==> src/rtl/vproc_pkg.sv <==
// ---------------------------------------------------------------------------
// vproc_pkg
// Shared definitions for the vector-instruction decode/sequencer slice:
//   - 4-bit opcode encodings
//   - bit positions inside the one-hot op vector
//   - bit positions inside the ctrl_path vector
//   - FSM state type and state encodings
// ---------------------------------------------------------------------------
package vproc_pkg;

  // Opcode encodings (instr[15:12]). 1001..1110 are undefined.
  localparam logic [3:0] OPC_VADD = 4'b0000;
  localparam logic [3:0] OPC_VDOT = 4'b0001;
  localparam logic [3:0] OPC_SMUL = 4'b0010;
  localparam logic [3:0] OPC_SST  = 4'b0011;
  localparam logic [3:0] OPC_VLD  = 4'b0100;
  localparam logic [3:0] OPC_VST  = 4'b0101;
  localparam logic [3:0] OPC_SLL  = 4'b0110;
  localparam logic [3:0] OPC_SLH  = 4'b0111;
  localparam logic [3:0] OPC_J    = 4'b1000;
  localparam logic [3:0] OPC_NOP  = 4'b1111;

  // One-hot op vector {VADD,VDOT,SMUL,SST,VLD,VST,SLL,SLH,J,NOP}, MSB first.
  localparam int OP_W    = 10;
  localparam int OP_VADD = 9;
  localparam int OP_VDOT = 8;
  localparam int OP_SMUL = 7;
  localparam int OP_SST  = 6;
  localparam int OP_VLD  = 5;
  localparam int OP_VST  = 4;
  localparam int OP_SLL  = 3;
  localparam int OP_SLH  = 2;
  localparam int OP_J    = 1;
  localparam int OP_NOP  = 0;

  // Control-path vector {fpu,ld,sst,vst,sll_slh,jmp,nop}, MSB first.
  localparam int CP_W       = 7;
  localparam int CP_FPU     = 6;
  localparam int CP_LD      = 5;
  localparam int CP_SST     = 4;
  localparam int CP_VST     = 3;
  localparam int CP_SLL_SLH = 2;
  localparam int CP_JMP     = 1;
  localparam int CP_NOP     = 0;

  // Sequencer FSM. Plain constants keep the encoding visible to older tools.
  typedef logic [0:0] state_t;
  localparam state_t ST_IDLE  = 1'b0;
  localparam state_t ST_ISSUE = 1'b1;

endpackage : vproc_pkg

==> src/rtl/vdecode_comb.sv <==
// ---------------------------------------------------------------------------
// vdecode_comb
// Purely combinational opcode decoder.
// Ports:
//   instr_i       in   [15:3] opcode [15:12] and register fields [11:3]
//   op_o          out  10     one-hot op {VADD,VDOT,SMUL,SST,VLD,VST,SLL,SLH,J,NOP}
//   ctrl_path_o   out  7      {fpu,ld,sst,vst,sll_slh,jmp,nop}
//   sreadb_o      out  3      scalar read port B register select
//   vreada_o      out  3      vector read port A register select
//   is_vector_o   out  1      op issues one beat per vector element
//   is_illegal_o  out  1      opcode is undefined
// ---------------------------------------------------------------------------
module vdecode_comb
  import vproc_pkg::*;
(
  input  logic [15:3]     instr_i,
  output logic [OP_W-1:0] op_o,
  output logic [CP_W-1:0] ctrl_path_o,
  output logic [2:0]      sreadb_o,
  output logic [2:0]      vreada_o,
  output logic            is_vector_o,
  output logic            is_illegal_o
);

  logic [3:0] opcode;
  logic [2:0] fld_a;  // instr[11:9]
  logic [2:0] fld_b;  // instr[8:6]
  logic [2:0] fld_c;  // instr[5:3]

  assign opcode = instr_i[15:12];
  assign fld_a  = instr_i[11:9];
  assign fld_b  = instr_i[8:6];
  assign fld_c  = instr_i[5:3];

  always_comb begin
    // NOTE: every output gets a default before the case so no path leaves a
    // value unassigned; that is what keeps this block from inferring latches.
    op_o         = '0;
    is_illegal_o = 1'b0;
    unique case (opcode)
      OPC_VADD: op_o[OP_VADD] = 1'b1;
      OPC_VDOT: op_o[OP_VDOT] = 1'b1;
      OPC_SMUL: op_o[OP_SMUL] = 1'b1;
      OPC_SST:  op_o[OP_SST]  = 1'b1;
      OPC_VLD:  op_o[OP_VLD]  = 1'b1;
      OPC_VST:  op_o[OP_VST]  = 1'b1;
      OPC_SLL:  op_o[OP_SLL]  = 1'b1;
      OPC_SLH:  op_o[OP_SLH]  = 1'b1;
      OPC_J:    op_o[OP_J]    = 1'b1;
      OPC_NOP:  op_o[OP_NOP]  = 1'b1;
      default:  is_illegal_o  = 1'b1;
    endcase
  end

  // Control paths are straight ORs of the one-hot op bits; an illegal
  // opcode yields all-zero op and therefore all-zero ctrl_path.
  assign ctrl_path_o[CP_FPU]     = op_o[OP_VADD] | op_o[OP_VDOT] | op_o[OP_SMUL];
  assign ctrl_path_o[CP_LD]      = op_o[OP_VLD];
  assign ctrl_path_o[CP_SST]     = op_o[OP_SST];
  assign ctrl_path_o[CP_VST]     = op_o[OP_VST];
  assign ctrl_path_o[CP_SLL_SLH] = op_o[OP_SLL] | op_o[OP_SLH];
  assign ctrl_path_o[CP_JMP]     = op_o[OP_J];
  assign ctrl_path_o[CP_NOP]     = op_o[OP_NOP];

  // Memory ops address their scalar operand with the middle field; the FPU
  // ops take their vector operand from the middle field as well.
  assign sreadb_o = (op_o[OP_VLD] | op_o[OP_VST] | op_o[OP_SST]) ? fld_b : fld_c;
  assign vreada_o = ctrl_path_o[CP_FPU] ? fld_b : fld_a;

  assign is_vector_o = op_o[OP_VADD] | op_o[OP_VDOT] | op_o[OP_VLD] | op_o[OP_VST];

endmodule : vdecode_comb

==> src/rtl/vdecode_seq.sv <==
// ---------------------------------------------------------------------------
// vdecode_seq
// Accepts one 16-bit instruction at a time, decodes it and issues it as a
// stream of registered beats: VLEN beats for vector-class ops, one beat for
// everything else. Undefined opcodes are swallowed with a one-cycle pulse.
// Parameters:
//   VLEN    elements per vector instruction (power of two, 2..16)
//   ELEM_W  element-index width, derived from VLEN
// Ports:
//   clk          in   1       rising-edge clock
//   rst          in   1       asynchronous active-high reset
//   instr_valid  in   1       upstream offers instr
//   instr        in   16      instruction word
//   instr_ready  out  1       instr is accepted this cycle
//   issue_valid  out  1       a decoded beat is presented
//   issue_ready  in   1       downstream takes the current beat
//   op           out  10      one-hot opcode of the current beat
//   ctrl_path    out  7       control-path selects of the current beat
//   sreadb       out  3       scalar read port B select
//   vreada       out  3       vector read port A select
//   elem_idx     out  ELEM_W  element index of the current beat
//   last_elem    out  1       current beat is the instruction's final beat
//   illegal      out  1       pulse: an undefined opcode was consumed
// ---------------------------------------------------------------------------
module vdecode_seq
  import vproc_pkg::*;
#(
  parameter  int VLEN   = 4,
  localparam int ELEM_W = $clog2(VLEN)
) (
  input  logic              clk,
  input  logic              rst,
  input  logic              instr_valid,
  input  logic [15:0]       instr,
  output logic              instr_ready,
  output logic              issue_valid,
  input  logic              issue_ready,
  output logic [9:0]        op,
  output logic [6:0]        ctrl_path,
  output logic [2:0]        sreadb,
  output logic [2:0]        vreada,
  output logic [ELEM_W-1:0] elem_idx,
  output logic              last_elem,
  output logic              illegal
);

  localparam logic [ELEM_W-1:0] LAST_IDX = ELEM_W'(VLEN - 1);

  // ---- decode ------------------------------------------------------------
  logic [OP_W-1:0] dec_op;
  logic [CP_W-1:0] dec_ctrl;
  logic [2:0]      dec_sreadb;
  logic [2:0]      dec_vreada;
  logic            dec_is_vector;
  logic            dec_is_illegal;

  vdecode_comb u_decode (
    .instr_i      (instr[15:3]),
    .op_o         (dec_op),
    .ctrl_path_o  (dec_ctrl),
    .sreadb_o     (dec_sreadb),
    .vreada_o     (dec_vreada),
    .is_vector_o  (dec_is_vector),
    .is_illegal_o (dec_is_illegal)
  );

  // instr[2:0] carries no field this block uses.
  logic unused_instr_lsbs;
  assign unused_instr_lsbs = ^instr[2:0];

  // ---- state -------------------------------------------------------------
  state_t            state_q,     state_d;
  logic [OP_W-1:0]   op_q,        op_d;
  logic [CP_W-1:0]   ctrl_q,      ctrl_d;
  logic [2:0]        sreadb_q,    sreadb_d;
  logic [2:0]        vreada_q,    vreada_d;
  logic [ELEM_W-1:0] elem_idx_q,  elem_idx_d;
  logic              is_vec_q,    is_vec_d;
  logic              illegal_q,   illegal_d;

  logic accept;     // instruction handshake this cycle
  logic beat_done;  // issue handshake this cycle

  // The ISSUE state is exactly "a beat is presented", so issue_valid comes
  // straight off the state register.
  assign issue_valid = (state_q == ST_ISSUE);
  assign last_elem   = issue_valid && (!is_vec_q || (elem_idx_q == LAST_IDX));
  assign beat_done   = issue_valid && issue_ready;
  // Ready on the final beat's handshake lets the next instruction load
  // behind it with no bubble.
  assign instr_ready = (state_q == ST_IDLE) || (beat_done && last_elem);
  assign accept      = instr_valid && instr_ready;

  always_comb begin
    state_d    = state_q;
    op_d       = op_q;
    ctrl_d     = ctrl_q;
    sreadb_d   = sreadb_q;
    vreada_d   = vreada_q;
    elem_idx_d = elem_idx_q;
    is_vec_d   = is_vec_q;
    illegal_d  = 1'b0;

    // Retire the current beat. elem_idx only advances on non-final beats,
    // so it can never step past LAST_IDX.
    if (beat_done) begin
      if (last_elem) begin
        state_d = ST_IDLE;
      end else begin
        elem_idx_d = elem_idx_q + ELEM_W'(1);
      end
    end

    // A new instruction overrides the retire decision above. An undefined
    // opcode is consumed but never loaded, so the FSM settles in IDLE.
    if (accept) begin
      if (dec_is_illegal) begin
        illegal_d = 1'b1;
      end else begin
        state_d    = ST_ISSUE;
        op_d       = dec_op;
        ctrl_d     = dec_ctrl;
        sreadb_d   = dec_sreadb;
        vreada_d   = dec_vreada;
        is_vec_d   = dec_is_vector;
        elem_idx_d = '0;
      end
    end
  end

  // NOTE: sequential state uses non-blocking assignments so every register
  // samples its _d value from before the edge, independent of statement order.
  always_ff @(posedge clk or posedge rst) begin
    if (rst) begin
      state_q    <= ST_IDLE;
      op_q       <= '0;
      ctrl_q     <= '0;
      sreadb_q   <= '0;
      vreada_q   <= '0;
      elem_idx_q <= '0;
      is_vec_q   <= 1'b0;
      illegal_q  <= 1'b0;
    end else begin
      state_q    <= state_d;
      op_q       <= op_d;
      ctrl_q     <= ctrl_d;
      sreadb_q   <= sreadb_d;
      vreada_q   <= vreada_d;
      elem_idx_q <= elem_idx_d;
      is_vec_q   <= is_vec_d;
      illegal_q  <= illegal_d;
    end
  end

  assign op        = op_q;
  assign ctrl_path = ctrl_q;
  assign sreadb    = sreadb_q;
  assign vreada    = vreada_q;
  assign elem_idx  = elem_idx_q;
  assign illegal   = illegal_q;

endmodule : vdecode_seq

==> config.mk <==
export PLATFORM = sky130hd
export DESIGN_NAME = vdecode_seq
export DESIGN_NICKNAME = d
export VERILOG_FILES = /design/src/rtl/vproc_pkg.sv /design/src/rtl/vdecode_comb.sv /design/src/rtl/vdecode_seq.sv
export SDC_FILE = /design/constraint.sdc
export NUM_CORES = 1
export LEC_CHECK = 0
export BUFFER_PORTS_ARGS = -buffer_cell sky130_fd_sc_hd__buf_4
export CAP_MARGIN = 10
export CORE_AREA = 2 2 56 58
export DETAILED_ROUTE_END_ITERATION = 8
export DIE_AREA = 0 0 58 60
export PLACE_DENSITY_LB_ADDON = 0.05
export SKIP_LAST_GASP = 1
export SLEW_MARGIN = 20
export SYNTH_ARGS = -nofsm -noshare
export SYNTH_HDL_FRONTEND = slang
export SYNTH_SLANG_ARGS = --single-unit
==> constraint.sdc <==
create_clock -name clk -period 2.4 [get_ports clk]
set_input_delay 0.24 -clock clk [delete_from_list [all_inputs] [get_ports clk]]
set_output_delay 0.24 -clock clk [all_outputs]
set_load 0.02 [all_outputs]
After elaboration in Yosys (flattened, before gate mapping)
Index checks and enable logic that the tools add are counted.
- register bits: 28
- latch bits: 0
- RAM bits: 0
- memory bits (read-only): 0
- bits of input ports: 20
- output and inout port bits: 29
- word-level logic and storage cells: 59
- memories kept: 0
- $add $sub $neg: 1
- multiply operators: 0
- divide/modulo/power cells: 0
- magnitude comparators: 0
- eq/ne operators: 10
- shift operators: 0
- muxes and demuxes: 22
- bitwise gates (word level): 8
- reduce and logical (&&, ||, !) cells: 10
- operators by type and width (cell ; number):
    4-bit by 3-bit == test with 1-bit output (second input constant) ; 4
    1-bit two-way mux ; 16
    10-bit OR reduction ; 1
    4-bit by 2-bit == test with 1-bit output (second input constant) ; 2
    4-bit == test (second input constant) ; 2
    2-bit two-way mux ; 4
    1-bit OR ; 7
    3-bit two-way mux ; 2
    4-bit by 1-bit == test with 1-bit output (second input constant) ; 1
    1-bit logical AND ; 4
    4-bit zero test ; 1
    2-bit by 1-bit adder with 2-bit output (second input constant) ; 1
    2-bit == test (second input constant) ; 1
    1-bit logical OR ; 2
    2-bit AND reduction ; 1
    1-bit zero test ; 1
    1-bit NOT ; 1

Logic depth before layout (Yosys ltp)
- depth in word-level cells: 7
- gate-level depth with buffers: 6
- mapped depth without buffers: 6

Hierarchy
From an unflattened synthesis, not the netlist that was laid out.
- cells, all modules: 129
- area total of the unflattened synthesis: 1580.3 sq um
- by module, submodules not included (module ; times used ; cells an instance ; area an instance (sq um) ; sequential area each (sq um)):
    vdecode_seq ; 1 ; 76 ; 1239.9 ; 700.7
    vdecode_comb ; 1 ; 53 ; 340.3 ; 0.0

Least setup slack after synthesis
Ideal clock, no wire load.
- path type: flip-flop to flip-flop
- start point: register elem_idx_q[0] (netlist: elem_idx[0])
- end point: register ctrl_q[6] (netlist: ctrl_path[6])
- library setup time: 0.125 ns
- data arrival time: 1.713 ns
- slack: 0.562 ns
- cell stages (with the launch flop): 7
- buffers on the path: 0
- cells stage by stage: dfrtp_1 -> ha_1 -> nand2b_1 -> a21boi_2 -> inv_2 -> nand3_4 -> mux2_4
- word-level cells in the longest chain between the ends: 7
- RTL lines (element ; RTL line ; text):
    from (decl) ; vdecode_seq.sv:77 ; logic [ELEM_W-1:0] elem_idx_q, elem_idx_d;
    from (signal assigned) ; vdecode_seq.sv:149 ; elem_idx_q <= elem_idx_d;
    2-bit == test ; vdecode_seq.sv:87 ; assign last_elem = issue_valid && (!is_vec_q || (elem_idx_q == LAST_IDX));
    1-bit logical OR ; vdecode_seq.sv:87 ;
    1-bit logical AND ; vdecode_seq.sv:87 ;
    1-bit logical AND ; vdecode_seq.sv:91 ; assign instr_ready = (state_q == ST_IDLE) || (beat_done && last_elem);
    1-bit logical OR ; vdecode_seq.sv:91 ;
    via instr_ready ; vdecode_seq.sv:35 ; output logic instr_ready,
    1-bit logical AND ; vdecode_seq.sv:92 ; assign accept = instr_valid && instr_ready;
    2-bit AND reduction (no source line) ; - ;
    to (signal assigned) ; vdecode_seq.sv:146 ; ctrl_q <= ctrl_d;
    to (decl) ; vdecode_seq.sv:74 ; logic [CP_W-1:0] ctrl_q, ctrl_d;
The timed path passes the listed nets, and every way through them passes these cells.
A chain may end at the register's enable or synchronous reset.

Worst setup path after layout
- start point: register elem_idx_q[0] (netlist: elem_idx[0])
- end point: output instr_ready
- word-level cells in the longest chain between the ends: 5
- RTL lines (element ; RTL line):
    2-bit == test ; vdecode_seq.sv:87
    1-bit logical OR ; vdecode_seq.sv:87
    1-bit logical AND ; vdecode_seq.sv:87
    1-bit logical AND ; vdecode_seq.sv:91
    1-bit logical OR ; vdecode_seq.sv:91
    to (decl) ; vdecode_seq.sv:35
Every way passes these cells.

==> impl_metrics.env <==
export IMPL_grt_pass1_vias=1048
export IMPL_drc=0
export IMPL_outcome="finished clean"
export IMPL_rsz0062_at_grt="false"
export IMPL_swShare_pct=39.5
export IMPL_drtAntennaViolNets=0
export IMPL_cts_max_path_buffers=2
export IMPL_grtUsageTotal_pct=18.4
export IMPL_synthCells=129
export IMPL_synthesis_area_sq_um=1350
export IMPL_die_w_um=58
export IMPL_dp_cells=196
export IMPL_synth_seq_cells=23
export IMPL_tns_ns=0
export IMPL_cap_violations=0
export IMPL_layout_common_cells="buf_4 (45), dfrtp_1 (23), nand2_1 (11), a21oi_1 (7), mux2_4 (7)"
export IMPL_dr_pass1_iters=4
export IMPL_antennaDiodeCount=0
export IMPL_ys_types=41
export IMPL_crit_type="reg -> out"
export IMPL_synth_top_area_share_pct=42.6
export IMPL_die_area_sq_um=3480
export IMPL_final_common_cell="buf_4"
export IMPL_internal_power_uw=934
export IMPL_grt_pass1_wl_um=4810
export IMPL_period_share_pct=80.9
export IMPL_synthTopCellsByArea="dfrtp_1 (43%), mux2_4 (7.8%), buf_4 (3.3%)"
export IMPL_gp_congestion=0.692
export IMPL_synth_edf_count=0
export IMPL_numCtsBuffers=3
export IMPL_grt_use_met3_pct=2.60
export IMPL_yosys_warnings=0
export IMPL_htree_levels=1
export IMPL_syn_area_per_cell_sq_um=10.5
export IMPL_required_ns=2.16
export IMPL_std_cell_rows=20
export IMPL_yosys_area_top_type="dfrtp_1"
export IMPL_net_switching_power_uw=609
export IMPL_ir_worst_vdd_v=0.000487
export IMPL_post_cts_resized=0
export IMPL_slew_violations=0
export IMPL_drive_gt1_share_pct=37.7
export IMPL_antenna_found_initial=0
export IMPL_clkTransAtPathRegs_ns=0.14
export IMPL_grt_busiest_layer="met2"
export IMPL_fmax_ghz=0.515
export IMPL_slew_limit_headroom_pct=40.7
export IMPL_p_comb_share_pct=49.5
export IMPL_vias_per_cell=5.57
export IMPL_pwr_share_seq_pct=38.6
export IMPL_synth_seq_area_share_pct=42.6
export IMPL_nFillCells=264
export IMPL_hold_path_class="in -> async"
export IMPL_post_cts_setup_buffers=0
export IMPL_async_flop_share_pct=100
export IMPL_placed_area_sq_um=1660
export IMPL_clk_latency_ns=0.31
export IMPL_crit_fanout=6
export IMPL_layout_min_cycle_time_ns=1.94
export IMPL_coreArea_sq_um=2900
export IMPL_post_drt_wl_per_cell_um=14.6
export IMPL_root_buffer="clkbuf_4"
export IMPL_clock_sinks=23
export IMPL_final_cells=200
export IMPL_hpwl_um=2160
export IMPL_portBuffers=45
export IMPL_layout_nets=189
export IMPL_power_density_nw_per_um2=913
export IMPL_routed_wl_um=2920
export IMPL_crit_arrival_ns=1.70
export IMPL_skew_ns=0.0101
export IMPL_design_area_sq_um=1690
export IMPL_synth_main_ff_cell="dfrtp_1"
export IMPL_grt_use_met2_pct=30.7
export IMPL_first_iter_violations=20
export IMPL_grtUsageMet1_pct=23.9
export IMPL_area_growth_syn_to_layout_pct=25.0
export IMPL_tightest_slew_ns=0.888
export IMPL_p_leak_uw=0.000823
export IMPL_grt_max_degree=24
export IMPL_io_pins=49
export IMPL_endpoint_kind="primary output"
export IMPL_cts_tree="yes"
export IMPL_ctsHoldBuffers=0
export IMPL_overflow=0
export IMPL_synth_nets=150
export IMPL_clkPwrFrac_pct=11.8
export IMPL_final_setup_viol_count=0
export IMPL_start_kind="register"
export IMPL_start_util_pct=46.6
export IMPL_dr_total_vias=1114
export IMPL_die_height_um=60
export IMPL_final_hold_violation_count=0
[cell usage after synthesis, drive strengths merged, types with 2 or more instances]
library cell  count
nor2              5
mux2             10
nor2b             3
nor3              2
o22ai             2
o21ai             4
a2bb2oi           4
a22o              2
o311ai            3
o211ai            5
nand2b            5
dfrtp            23
or2               2
a21oi             7
inv               5
or3b              2
nand3             4
or3               3
o22a              3
a21o              2
nand2            11
buf              11
[final timing paths]
path                                  start           end  slack [ns]  depth (start not counted)
worst max-delay path            elem_idx[0]   instr_ready        0.46                          5
worst min-delay path                    rst     vreada[2]        0.10                          2
worst max register to register  elem_idx[0]  ctrl_path[6]        0.53                          6
worst min register to register        op[7]         op[7]        0.52                          1
max in group asynchronous               rst   issue_valid        1.75                          2
min in group clk                instr_valid   issue_valid        0.17                          3
[flip-flops by register name, indices dropped and copies added, names as in the netlist]
register / flops
op: 10
sreadb: 3
vreada: 3
ctrl_path: 2
elem_idx: 2
illegal: 1
is_vec_q: 1
issue_valid: 1
[stage by stage]
step / setup slack, ns / total power (uW) / utilization (%) / hold slack [ns]
2_1_floorplan: 0.562 / 1090 / - / 0.242
5_1_grt: 0.342 / 1650 / 58.2 / 0.153
6_report: 0.457 / 1540 / 58.2 / 0.103
3_5_place_dp: 0.529 / 1380 / 57.2 / 0.490
4_1_cts: 0.446 / 1560 / 58.2 / 0.133
3_3_place_gp: 0.593 / 1360 / 57.2 / 0.471
[routing by layer]
layer	vias to the layer above	routed length (um)
met3	4	165
li1	545	-
met2	39	1430
met4	0	38
met5	-	0
met1	526	1290
[critical path, cell delays in order (launching register included)]
cell and delay [ns]:
dfrtp_1 0.43, ha_1 0.22, nand2b_1 0.17, a21boi_2 0.29
inv_2 0.11, buf_4 0.17
[layout make-up]
type                       instances  area, sq um  share of cell area, %
clock buffer                       3         22.5                   1.33
clock inverter                     1         5.00                  0.296
multi-input combinational         90          688                   40.7
sequential                        23          576                   34.1
tap                               33         41.3                   2.44
inverter                           5         18.8                   1.11
timing repair buffer              45          338                   20.0
[kinds of logic after synthesis]
logic type | after synthesis | share of synthesized area [%]
simple gates | 41 | 18.7
fa+ha+maj | 1 | 0.926
flops | 23 | 42.6
mux | 11 | 11.0
xor+xnor | 1 | 0.648
compound gates | 36 | 19.6
buf+inv | 16 | 6.48
[power by group through the flow]
stage	combinational, uW	clock [uW]	sequential (uW)
floorplan	355	0	734
global placement	763	0	597
detailed placement	773	0	604
CTS	774	186	598
global route	824	209	613
finish	764	183	596
No activity file was read; power rests on OpenSTA's default activity.
